File: config.mk
export PLATFORM = sky130hd
export DESIGN_NAME = data_sram_ctrl
export DESIGN_NICKNAME = d
export VERILOG_FILES = /design/src/rtl/data_sram_ctrl.sv
export SDC_FILE = /design/constraint.sdc
export NUM_CORES = 1
export LEC_CHECK = 0
export CAP_MARGIN = 20
export CORE_MARGIN = 8
export CORE_UTILIZATION = 46
export DETAILED_ROUTE_END_ITERATION = 6
export HOLD_SLACK_MARGIN = 0.15
export PLACE_DENSITY = 0.87
export SYNTH_ARGS = -nofsm -noshare
export SYNTH_HDL_FRONTEND = slang
export SYNTH_SLANG_ARGS = --single-unit
File: constraint.sdc
create_clock -name clk -period 2.2 [get_ports clk]
set_input_delay 0.22 -clock clk [delete_from_list [all_inputs] [get_ports clk]]
set_output_delay 0.22 -clock clk [all_outputs]
set_load 0.005 [all_outputs]
File: src/rtl/data_sram_ctrl.sv
// Two-slot load/store controller for the data SRAM bus. Slot 0 is always serviced
// before slot 1 on a split address/data-phase bus; load data is lane-selected and extended.
module data_sram_ctrl #(
  parameter int ADDR_W = 32,
  parameter int DATA_W = 32
) (
  input  logic                   clk,
  input  logic                   rst,
  input  logic [1:0]             req_valid,
  input  logic [1:0]             req_we,
  input  logic [1:0][1:0]        req_size,
  input  logic [1:0]             req_signed,
  input  logic [1:0][ADDR_W-1:0] req_addr,
  input  logic [1:0][DATA_W-1:0] req_wdata,
  input  logic                   flush,
  output logic                   bus_req,
  output logic                   bus_we,
  output logic [ADDR_W-1:0]      bus_addr,
  output logic [3:0]             bus_wstrb,
  output logic [DATA_W-1:0]      bus_wdata,
  input  logic                   bus_addr_ok,
  input  logic                   bus_data_ok,
  input  logic [DATA_W-1:0]      bus_rdata,
  output logic                   stall_from_memory,
  output logic [1:0][DATA_W-1:0] memory_result,
  output logic [1:0]             misalign,
  output logic [1:0]             dbg_state_o, // 0=IDLE 1=ADDR 2=DATA 3=DONE
  output logic                   dbg_ptr_o
);

  // Handshakes: the address phase is accepted on any cycle with bus_req && bus_addr_ok;
  // the data phase completes on the first DATA cycle with bus_data_ok. Upstream holds the
  // request while stall_from_memory is 1 and consumes the results in the DONE cycle.
  typedef enum logic [1:0] {S_IDLE = 2'd0, S_ADDR = 2'd1, S_DATA = 2'd2, S_DONE = 2'd3} state_e;

  state_e                 state_q, state_d;
  logic                   ptr_q, ptr_d;
  logic                   flushed_q, flushed_d;
  logic [1:0]             go_q, mis_q;
  logic [1:0][DATA_W-1:0] result_q;
  logic [1:0]             we_q, signed_q;
  logic [1:0][1:0]        size_q;
  logic [1:0][ADDR_W-1:0] addr_q;
  logic [1:0][DATA_W-1:0] wdata_q;
  logic [1:0]             mis_in, go_in;
  logic                   accept, capture;
  logic [1:0]             cur_off, cur_size;

  function automatic logic is_aligned(input logic [1:0] size, input logic [1:0] off);
    case (size)
      2'd0:    is_aligned = 1'b1;
      2'd1:    is_aligned = ~off[0];
      default: is_aligned = (off == 2'b00);
    endcase
  endfunction

  function automatic logic [31:0] load_ext(input logic [31:0] raw, input logic [1:0] size,
                                           input logic sgn, input logic [1:0] off);
    logic [31:0] sh;
    sh = raw >> {off, 3'b000};
    case (size)
      2'd0:    load_ext = {{24{sgn & sh[7]}}, sh[7:0]};
      2'd1:    load_ext = {{16{sgn & sh[15]}}, sh[15:0]};
      default: load_ext = raw;
    endcase
  endfunction

  always_comb begin
    mis_in = '0;
    for (int s = 0; s < 2; s++) begin
      mis_in[s] = req_valid[s] & ~is_aligned(req_size[s], req_addr[s][1:0]);
    end
    go_in = req_valid & ~mis_in;
  end

  always_comb begin
    state_d           = state_q;
    ptr_d             = ptr_q;
    flushed_d         = flushed_q;
    accept            = 1'b0;
    capture           = 1'b0;
    stall_from_memory = 1'b0;
    case (state_q)
      S_IDLE: begin
        if (|req_valid && !flush) begin
          accept            = 1'b1;
          stall_from_memory = 1'b1;
          if (go_in[0]) begin
            ptr_d   = 1'b0;
            state_d = S_ADDR;
          end else if (go_in[1]) begin
            ptr_d   = 1'b1;
            state_d = S_ADDR;
          end else begin
            state_d = S_DONE;
          end
        end
      end
      S_ADDR: begin
        stall_from_memory = 1'b1;
        // An accepted address phase must finish its data phase even if flushed now.
        if (bus_addr_ok) begin
          state_d   = S_DATA;
          flushed_d = flush;
        end else if (flush) begin
          state_d = S_IDLE;
        end
      end
      S_DATA: begin
        stall_from_memory = 1'b1;
        if (flush) flushed_d = 1'b1;
        if (bus_data_ok) begin
          flushed_d = 1'b0;
          if (flush || flushed_q) begin
            state_d = S_IDLE;
          end else begin
            capture = 1'b1;
            if (!ptr_q && go_q[1]) begin
              ptr_d   = 1'b1;
              state_d = S_ADDR;
            end else begin
              state_d = S_DONE;
            end
          end
        end
      end
      default: state_d = S_IDLE;
    endcase
  end

  assign cur_off  = addr_q[ptr_q][1:0];
  assign cur_size = size_q[ptr_q];

  always_ff @(posedge clk) begin
    if (rst) begin
      state_q   <= S_IDLE;
      ptr_q     <= 1'b0;
      flushed_q <= 1'b0;
      go_q      <= '0;
      mis_q     <= '0;
      result_q  <= '0;
      we_q      <= '0;
      signed_q  <= '0;
      size_q    <= '0;
      addr_q    <= '0;
      wdata_q   <= '0;
    end else begin
      state_q   <= state_d;
      ptr_q     <= ptr_d;
      flushed_q <= flushed_d;
      if (accept) begin
        we_q     <= req_we;
        signed_q <= req_signed;
        size_q   <= req_size;
        addr_q   <= req_addr;
        wdata_q  <= req_wdata;
        go_q     <= go_in;
        mis_q    <= mis_in;
        result_q <= '0;
      end
      if (capture) begin
        result_q[ptr_q] <= we_q[ptr_q] ? '0
                         : load_ext(bus_rdata, cur_size, signed_q[ptr_q], cur_off);
      end
    end
  end

  assign bus_req  = (state_q == S_ADDR);
  assign bus_we   = bus_req & we_q[ptr_q];
  assign bus_addr = {addr_q[ptr_q][ADDR_W-1:2], 2'b00};

  always_comb begin
    bus_wstrb = 4'b0000;
    if (bus_we) begin
      case (cur_size)
        2'd0:    bus_wstrb = 4'b0001 << cur_off;
        2'd1:    bus_wstrb = 4'b0011 << cur_off;
        default: bus_wstrb = 4'b1111;
      endcase
    end
    case (cur_size)
      2'd0:    bus_wdata = {4{wdata_q[ptr_q][7:0]}};
      2'd1:    bus_wdata = {2{wdata_q[ptr_q][15:0]}};
      default: bus_wdata = wdata_q[ptr_q];
    endcase
  end

  assign memory_result = result_q;
  assign misalign      = mis_q;
  assign dbg_state_o   = state_q;
  assign dbg_ptr_o     = ptr_q;

endmodule

## After elaboration in Yosys (flattened, before gate mapping)

Cells that the tools add are included.

| cells by class | value |
|---|---|
| order comparisons | 2 |
| equal/unequal tests | 13 |
| shift-type cells | 3 |
| muxes and demuxes | 51 |
| bitwise operators | 11 |
| reductions and logical operators | 19 |

Operator list:

| kind | number |
|---|---|
| 32-bit 2-to-1 mux | 8 |
| 64-bit 2-to-1 mux | 3 |
| 32-bit one-hot mux with 2 select lines | 2 |
| 64-bit bitwise mux | 1 |
| 32-bit demux with 1-bit select | 1 |
| 32-bit by 5-bit >> shifter with 16-bit output | 1 |
| 2-bit 2-to-1 mux | 10 |
| 1-bit 2-to-1 mux | 18 |
| 2-bit zero test | 6 |
| 1-bit one-hot mux with 2 select lines | 5 |
| 2-bit by 1-bit == test with 1-bit output, second input constant | 4 |
| 2-bit != test, second input constant | 4 |
| 4-bit one-hot mux with 2 select lines | 1 |
| 3-bit != test, second input constant | 2 |
| 2-bit one-hot mux with 3 select lines | 1 |
| 3-bit AND reduction | 2 |
| 6-bit AND reduction | 1 |
| 1-bit bitwise AND | 5 |
| 4-bit 2-to-1 mux | 1 |
| 1-bit inverter | 4 |
| 2-bit nonzero test | 2 |
| 2-bit OR reduction | 2 |
| 1-bit by 2-bit left shift with 4-bit output, first input constant | 1 |
| 2-bit by 2-bit left shift with 4-bit output, first input constant | 1 |
| 10 further kinds | 13 |

| storage, ports and cells | value |
|---|---|
| register bits after elaboration | 208 |
| input port bits | 175 |
| output and inout bits | 140 |
| word-level logic and storage cells | 114 |

## Depth between registers and ports, before layout

| logic depth | value |
|---|---|
| depth after elaboration | 10 |
| mapped depth | 9 |
| mapped depth without buffers | 7 |

## Worst setup path after synthesis

No wires, ideal clock.

| timing | value |
|---|---|
| kind | register -> output |
| from | register ptr_q, in the netlist dbg_ptr_o |
| to | output port bus_wdata[11] |
| arrival | 1.853 ns |
| required time | 1.980 ns |
| slack | 0.127 ns |
| stages on the path, launching flop included | 9 |
| buffers on the path | 5 |
| cell sequence | dfxtp_1 buf_6 buf_6 buf_4 mux2_2 or2_1 clkbuf_1 buf_2 a21oi_1 |

| between the ends | value |
|---|---|
| cells in the longest elaborated chain, start to end | 4 |
| elaborated cells between the ends (all ways) | 7 |
| those cells by class | 1 x eq/ne; 5 x mux; 1 x reduce/logical |

RTL lines:

| element | line | source |
|---|---|---|
| from (decl) | 37 | `logic ptr_q, ptr_d;` |
| from (signal assigned) | 149 | `ptr_q <= ptr_d;` |
| 2-bit 2-to-1 mux (not written as such) (2 in series) | 132 | `assign cur_size = size_q[ptr_q];` |
| 2-bit by 1-bit == test with 1-bit output / 2-bit zero test (equally long branches) | 181 | `case (cur_size)` |
| 32-bit one-hot mux with 2 select lines (*) | 181 |  |
| to (decl) | 20 | `output logic [DATA_W-1:0] bus_wdata,` |

Every way passes the cells marked *; elsewhere a longest branch is shown, timed or not. The select of a mux whose other input is x is not followed.

## Worst setup path after layout

| timing | value |
|---|---|
| from | register ptr_q, in the netlist dbg_ptr_o |
| to | register result_q (netlist bit memory_result[48]) |

| between the ends | value |
|---|---|
| cells in the longest elaborated chain, start to end | 10 |
| elaborated cells between the ends (all ways) | 24 |
| those cells by class | 2 x order compare; 1 x eq/ne; 1 x shift; 16 x mux; 2 x bitwise; 2 x reduce/logical |

RTL lines:

| element | line | source |
|---|---|---|
| 32-bit 2-to-1 mux (2 in series) | - |  |
| 32-bit by 5-bit >> shifter with 16-bit output | 60 | `sh = raw >> {off, 3'b000};` |
| 1-bit bitwise AND (on tied branches) | 63, 62 |  |
| 32-bit one-hot mux with 2 select lines | 61 | `case (size)` |
| 32-bit 2-to-1 mux | 161 | `if (capture) begin` |
| 32-bit 2-to-1 mux | 135 | `if (rst) begin` |
| 32-bit 2-to-1 mux | 162 | `result_q[ptr_q] <= we_q[ptr_q] ? '0` |
| 64-bit bitwise mux (*) | 162 |  |
| 64-bit 2-to-1 mux (*) | 161 |  |
| to (signal, indexed assignment) | 162 |  |
| to (decl) | 40 | `logic [1:0][DATA_W-1:0] result_q;` |

Marked as above.
A chain may end at the register's enable or synchronous reset.

==> results.md <==
- Largest cells by area after synthesis: dfxtp_1, nand2_1, a21oi_1
- Vias per inst: 5.76
- Worst-Skew Late Latency: 0.51 ns
- WHS Path Cells: 3
- Avg WL per Cell: 20.6 µm
- Max-Cap Viols: 0
- YS warnings: 0
- Total grt overflow: 0
- Required time of the critical path: 2.58 ns
- Placeable Area: 20100 µm²
- Power Total: 15400 µW
- Post-route setup slack: -0.262 ns
- Initial core utilization: 46.6%
- Top cells by count, synth: nand2_1, dfxtp_1, a21oi_1
- Clock transition at path regs: 0.06 ns
- CP bufs+invs: 6
- Synthesized area: 9370 µm²
- Max transition margin: 45.3%
- DRC errors left: 0
- Failing checks: negative setup slack
- Chip width: 159 µm
- Register area share after synthesis: 44.2%
- Initial antenna violation count: 2
- Ratio of final minimum period to clock period: 112%
- Slowest CP cell: dfxtp_4
- I/O Buffers: 312
- Routed WL: 37300 µm
- CP Class: reg2reg
- Startpoint Class: flop
- Final hold viol count: 0
- Root buffer cell: clkbuf_16
- Final Util: 74.5%
- Routed Antenna Nets: 0
- Clock sinks: 207
- Vias in the first global route: 10300
- All-layer global routing usage: 26.8%
- Max-slew violation count: 0
- FF+latch count, synth: 207
- First-pass GRT wire length: 55700 µm
- Hold_sp: req_wdata[58]
- GP Congestion: 0.868
- Ant. Diodes: 0
- HPWL after DPL: 23600 µm
- Share of the synthesized area in the top cell type: 44.2%
- Worst-margin pin slew: 0.821 ns
- Via Count: 10500
- Top_reg_cell synth: dfxtp_1
- Slowest stage delay, CP: 0.41 ns
- Drt pass-1 iters: 6
- Reg2Reg Capture Point: memory_result[48]$_SDFF_PP0_
- Area grow syn2layout: 59.9%
- Largest net degree at the start of global routing: 78
- H-tree depth: 1
- Distinct cells, synth: 54
- Worst clock skew: 0.0154 ns
- Synthesized instance count: 1178
- Max Root-Sink Buffers: 3
- TritonCTS Buffers: 23
- Fin crit period: 2.46 ns
- Sink of the worst hold path: wdata_q[58]$_SDFFE_PP0P_
- Cell Chain, Critical Path: buf_12 > buf_8 > mux2i_4 > buf_6 > mux2i_4 > a211oi_2 > o41ai_4 > buf_6 > buf_12 > buf_16 > o31ai_2
- Worst Path Max Fanout: 8
- Data arrival, critical path: 2.85 ns
- Cell row count: 52
- R2R Path Start: dbg_ptr_o$_SDFFE_PP0P_
- R2r setup slk: -0.26 ns
- CP delay by family, top: buffers and inverters
- Syn avg cell area: 7.96 µm²
- CTS tree: done
- Outcome: complete, but fails checks
- Peak Freq: 0.406 GHz
- PD cells: 1030 nW/µm²
- Number of synthesized flops with an enable pin: 0
- Total Die Area: 25200 µm²
- Dominant cell type by area after synthesis: dfxtp_1
- Ports placed on the boundary: 315
- Setup-failing EPs final: 60
- First DRT Iteration DRCs: 960
- Count leader, synth: nand2_1
- Asr flop ratio synth: 0%
- Unrepaired setup endpoints after global routing: true
- Maximum vdd drop: 0.725 mV
- Die span in y: 159 µm
- CP Capture Type: flop
- Final net count: 1707
- R2R depth: 11
- Share of cells above drive strength 1: 21.6%
- Static Leak: 0.00578 µW
- Hold Path Class: in2reg
==> layout make-up <==
type / count / area [µm²]
Timing Repair Buffer: 420 / 4250
Clock buffer: 31 / 646
Multi-Input combinational cell: 867 / 5380
Clock inverter: 11 / 190
Inverter: 9 / 33.8
Sequential cell: 207 / 4150
Tap cell: 270 / 338
Fill cell: 1305 / 5120
==> per-stage QoR <==
step	setup TNS (ns)	cells	hold slack, ns	instance area [µm²]	setup WS [ns]
after global placement	-0.00228	1717	0.426	13000	-0.00228
after floorplan	0	1179	0.337	9380	0.127
after global routing	-13.32	1815	0.264	15000	-0.303
final	-9.86	1815	0.250	15000	-0.262
after detailed placement	-1.39	1717	0.435	13000	-0.0612
after CTS	-5.20	1801	0.242	14700	-0.244
==> cells in the final DEF, fill, tap and decap left out, drive strengths merged, types with 32 or more instances in the layout <==
cell / n
dfxtp: 207
nor2: 42
clkbuf: 51
mux2: 43
buf: 128
nand2: 348
clkdlybuf4s50: 246
o21ai: 45
a21oi: 173
o31ai: 32
nand3: 41
==> power breakdown <==
part | internal, µW | total, µW | switching, µW
Combinational | 3270 | 6650 | 3380
Clock | 2650 | 4230 | 1580
Sequential | 4210 | 4520 | 316
Total | 10100 | 15400 | 5270
==> sequential cells by signal (all words and copies together) (netlist names) <==
signal,flops
addr_q,64
dbg_ptr_o,1
dbg_state_o,2
flushed_q,1
go_q,1
memory_result,64
misalign,2
signed_q,2
size_q,4
wdata_q,64
we_q,2
==> metal layers <==
metal	track usage, %	share of wire [%]	wire length (µm)
met1	29.9	37	13700
met2	47.3	49	18400
met3	6.20	8.3	3120
met4	12.9	5.7	2120
met5	0	0.072	27
==> timing repair <==
item / in CTS / in global routing
hold buffers: 1 / 0
endpoints found under the hold margin: 1 / 0
buffers inserted: 34 / 16
pin swaps: 42 / 30
resized for setup: 255 / 139
endpoints found under the setup margin: 98 / 101
cloned: 7 / 2
==> logic make-up (layout without fill, tap and decap cells) <==
logic type,after synthesis,count (layout),synth area share (%)
buffers and inverters,105,471,4.87
adders and majority gates,4,4,0.534
and+or+nand+nor,466,466,20.3
muxes,74,74,8.74
DFF,207,207,44.2
AOI/OAI and AO/OA,321,321,21.3
other,1,2,0.0400
==> worst register-to-register path, cell delays in order, from the launching register on <==
cell and delay [ns]:
dfxtp_4 0.41, buf_12 0.13, buf_8 0.13, mux2i_4 0.32, buf_6 0.15, mux2i_4 0.22, a211oi_2 0.11, o41ai_4 0.37
buf_6 0.18, buf_12 0.12, buf_16 0.13, o31ai_2 0.08
==> worst max path at each step <==
stage / startpoint / to / slack [ns] / depth (start not counted)
6_report: dbg_ptr_o$_SDFFE_PP0P_ / memory_result[48]$_SDFF_PP0_ / -0.26 / 11
3_5_place_dp: dbg_ptr_o$_SDFFE_PP0P_ / memory_result[19]$_SDFF_PP0_ / -0.06 / 7
3_3_place_gp: dbg_ptr_o$_SDFFE_PP0P_ / bus_wdata[26] / -0.002 / 7
4_1_cts: dbg_ptr_o$_SDFFE_PP0P_ / bus_wdata[26] / -0.24 / 7
5_1_grt: dbg_ptr_o$_SDFFE_PP0P_ / memory_result[49]$_SDFF_PP0_ / -0.30 / 11
2_1_floorplan: dbg_ptr_o$_SDFFE_PP0P_ / bus_wdata[11] / 0.13 / 8
No activity file was read; power rests on OpenSTA's default activity.
==> edit (same flow settings) <==
Register the output `dbg_ptr_o` once more, with the module's reset; this adds one clock of latency there. The other outputs are not delayed to match.
--- a/src/rtl/data_sram_ctrl.sv
+++ b/src/rtl/data_sram_ctrl.sv
@@ -188,7 +188,13 @@
   assign memory_result = result_q;
   assign misalign      = mis_q;
   assign dbg_state_o   = state_q;
-  assign dbg_ptr_o     = ptr_q;
+  always_ff @(posedge clk) begin
+    if (rst) begin
+      dbg_ptr_o <= '0;
+    end else begin
+      dbg_ptr_o <= ptr_q;
+    end
+  end
 
 endmodule
 
Function: changed (Yosys sat finds a counterexample within 4 cycles, from zero or initial values and one cycle with rst high).
==> edit against the unedited design <==
  * The flow still finishes with violations (negative setup slack)
  * Critical endpoint is now memory_result[58]
  * Sequential cell count is 1 higher
  * Die area is 0.31% lower
  * Wire length down 7.8%
  * Non-clock buffer count down 19
  * Area after synthesis down 0.35%
  * Worst setup slack gained 0.10 ns
  * Clock skew shrank 0.0070 ns
  * Power fell by 3.3%
  * Sequential power up 0.9%
  * Final area down 2.5%
  * Largest cell class unchanged
  * Highest routed layer unchanged
  * Fmax increased by 4.3%
  * Final cell count shrank 1.0%
==> edit: results (changes against the unedited design) <==
* Placed cells at 1720 (was 1717)
* Met1 Wirelength at 13.06 mm (was 13.67 mm)
* Clock group at 4290 uW (was 4230 uW)
* Outcome: complete, but fails checks (unchanged)
* Share of synthesized area occupied by flip-flops and latches at 0.4458 (was 0.4421)
* Routing usage on met2 at 0.4562 (was 0.4730)
* Post-CTS setup buffer count at 18 (was 34)
* Met1 track demand over resource in global routing at 0.3028 (was 0.2991)
* Inserted Clock Buffers at 22 (was 23)
* Total combinational power at 6040 uW (was 6650 uW)
* Worst Slack Setup Final at -0.1597 ns (was -0.2619 ns)
* Maximum number of pins on one net before global-route repair at 84 (was 78)
* Total design power at 14890 uW (was 15400 uW)
* Antenna violations before repair at 1 (was 2)
* DP Worst Slack at 0.01848 ns (was -0.06124 ns)
* Vias in the first global route at 9928 (was 10250)
* Final weighted congestion in routability-driven placement at 0.8873 (was 0.8683)
* Number of vias in the routed layout at 10020 (was 10450)
* Layout cell share with drive strength beyond 1 at 0.1868 (was 0.2155)
* Global-route usage over all layers at 0.2581 (was 0.2678)
* Met3 GRT Util at 0.05212 (was 0.06205)
* Count of routing violations after the opening detailed-route iteration at 744 (was 960)
* Total of endpoints with negative setup slack in the final report at 62 (was 60)
* Total number of yosys warnings at 0 (unchanged)
* Average vias per placed instance at 5.579 (was 5.760)
* Leakage power at 0.005757 uW (was 0.005775 uW)
* Tightest Pin Transition at 0.8786 ns (was 0.8205 ns)
* Worst voltage drop across the vdd grid at 0.6848 mV (was 0.7248 mV)
* Int Power at 9878 uW (was 10130 uW)
* PostCTS Resize Cnt at 184 (was 255)
* Met3 WL at 2.794 mm (was 3.115 mm)
* Ranking of synthesized cells by area: dfxtp_1 45%, nand2_1 14%, a21oi_1 9.2% (was dfxtp_1 44%, nand2_1 14%, a21oi_1 9.2%)
* Avg WL per Cell at 19.18 um (was 20.57 um)
* Post-Route Setup TNS at -7.031 ns (was -9.860 ns)
* First-pass GRT wire length at 52.05 mm (was 55.71 mm)
* Met2 Wirelength at 17.37 mm (was 18.41 mm)
* Placed standard-cell area at 12920 um^2 (was 12970 um^2)
* Synth cell count leaders: 348 x nand2_1, 208 x dfxtp_1, 172 x a21oi_1 (was 348 x nand2_1, 207 x dfxtp_1, 172 x a21oi_1)
* Cell count after synthesis at 1180 (was 1178)
* Failing checks: negative setup slack (unchanged)
* Critical path fanouts, max at 16 (was 8)
* DPL Wire Length at 23.37 mm (was 23.62 mm)
* Data arrival time at the worst-slack endpoint at 2.73 ns (was 2.85 ns)
-- edit: final timing paths --
check | cells past startpoint | end | start | slack (ns)
worst max-delay path | 10 | memory_result[58] | ptr_q | -0.16
worst min register to register | 2 | memory_result[41] | memory_result[41] | 0.44
worst min-delay path | 3 | wdata_q[59] | req_wdata[59] | 0.26
worst max register to register | 10 | memory_result[58] | ptr_q | -0.16
-- edit: layout make-up --
type	count	area [um^2]	area share
Multi-Input combinational cell	868	5243	0.3587
Clock buffer	30	663.1	0.04538
Sequential cell	208	4170	0.2854
Timing Repair Buffer	401	3981	0.2724
Inverter	9	33.78	0.002312
Tap cell	270	337.8	0.02312
Clock inverter	10	185.2	0.01267
-- edit: cell families after synthesis --
family,share of synthesized area
AND/OR/NAND/NOR,0.2042
AO/OA/AOI/OAI,0.2075
flip-flops,0.4458
buffers and inverters,0.04903
multiplexers,0.08774
adder cells (fa/ha/maj),0.005359
other,0.0004015
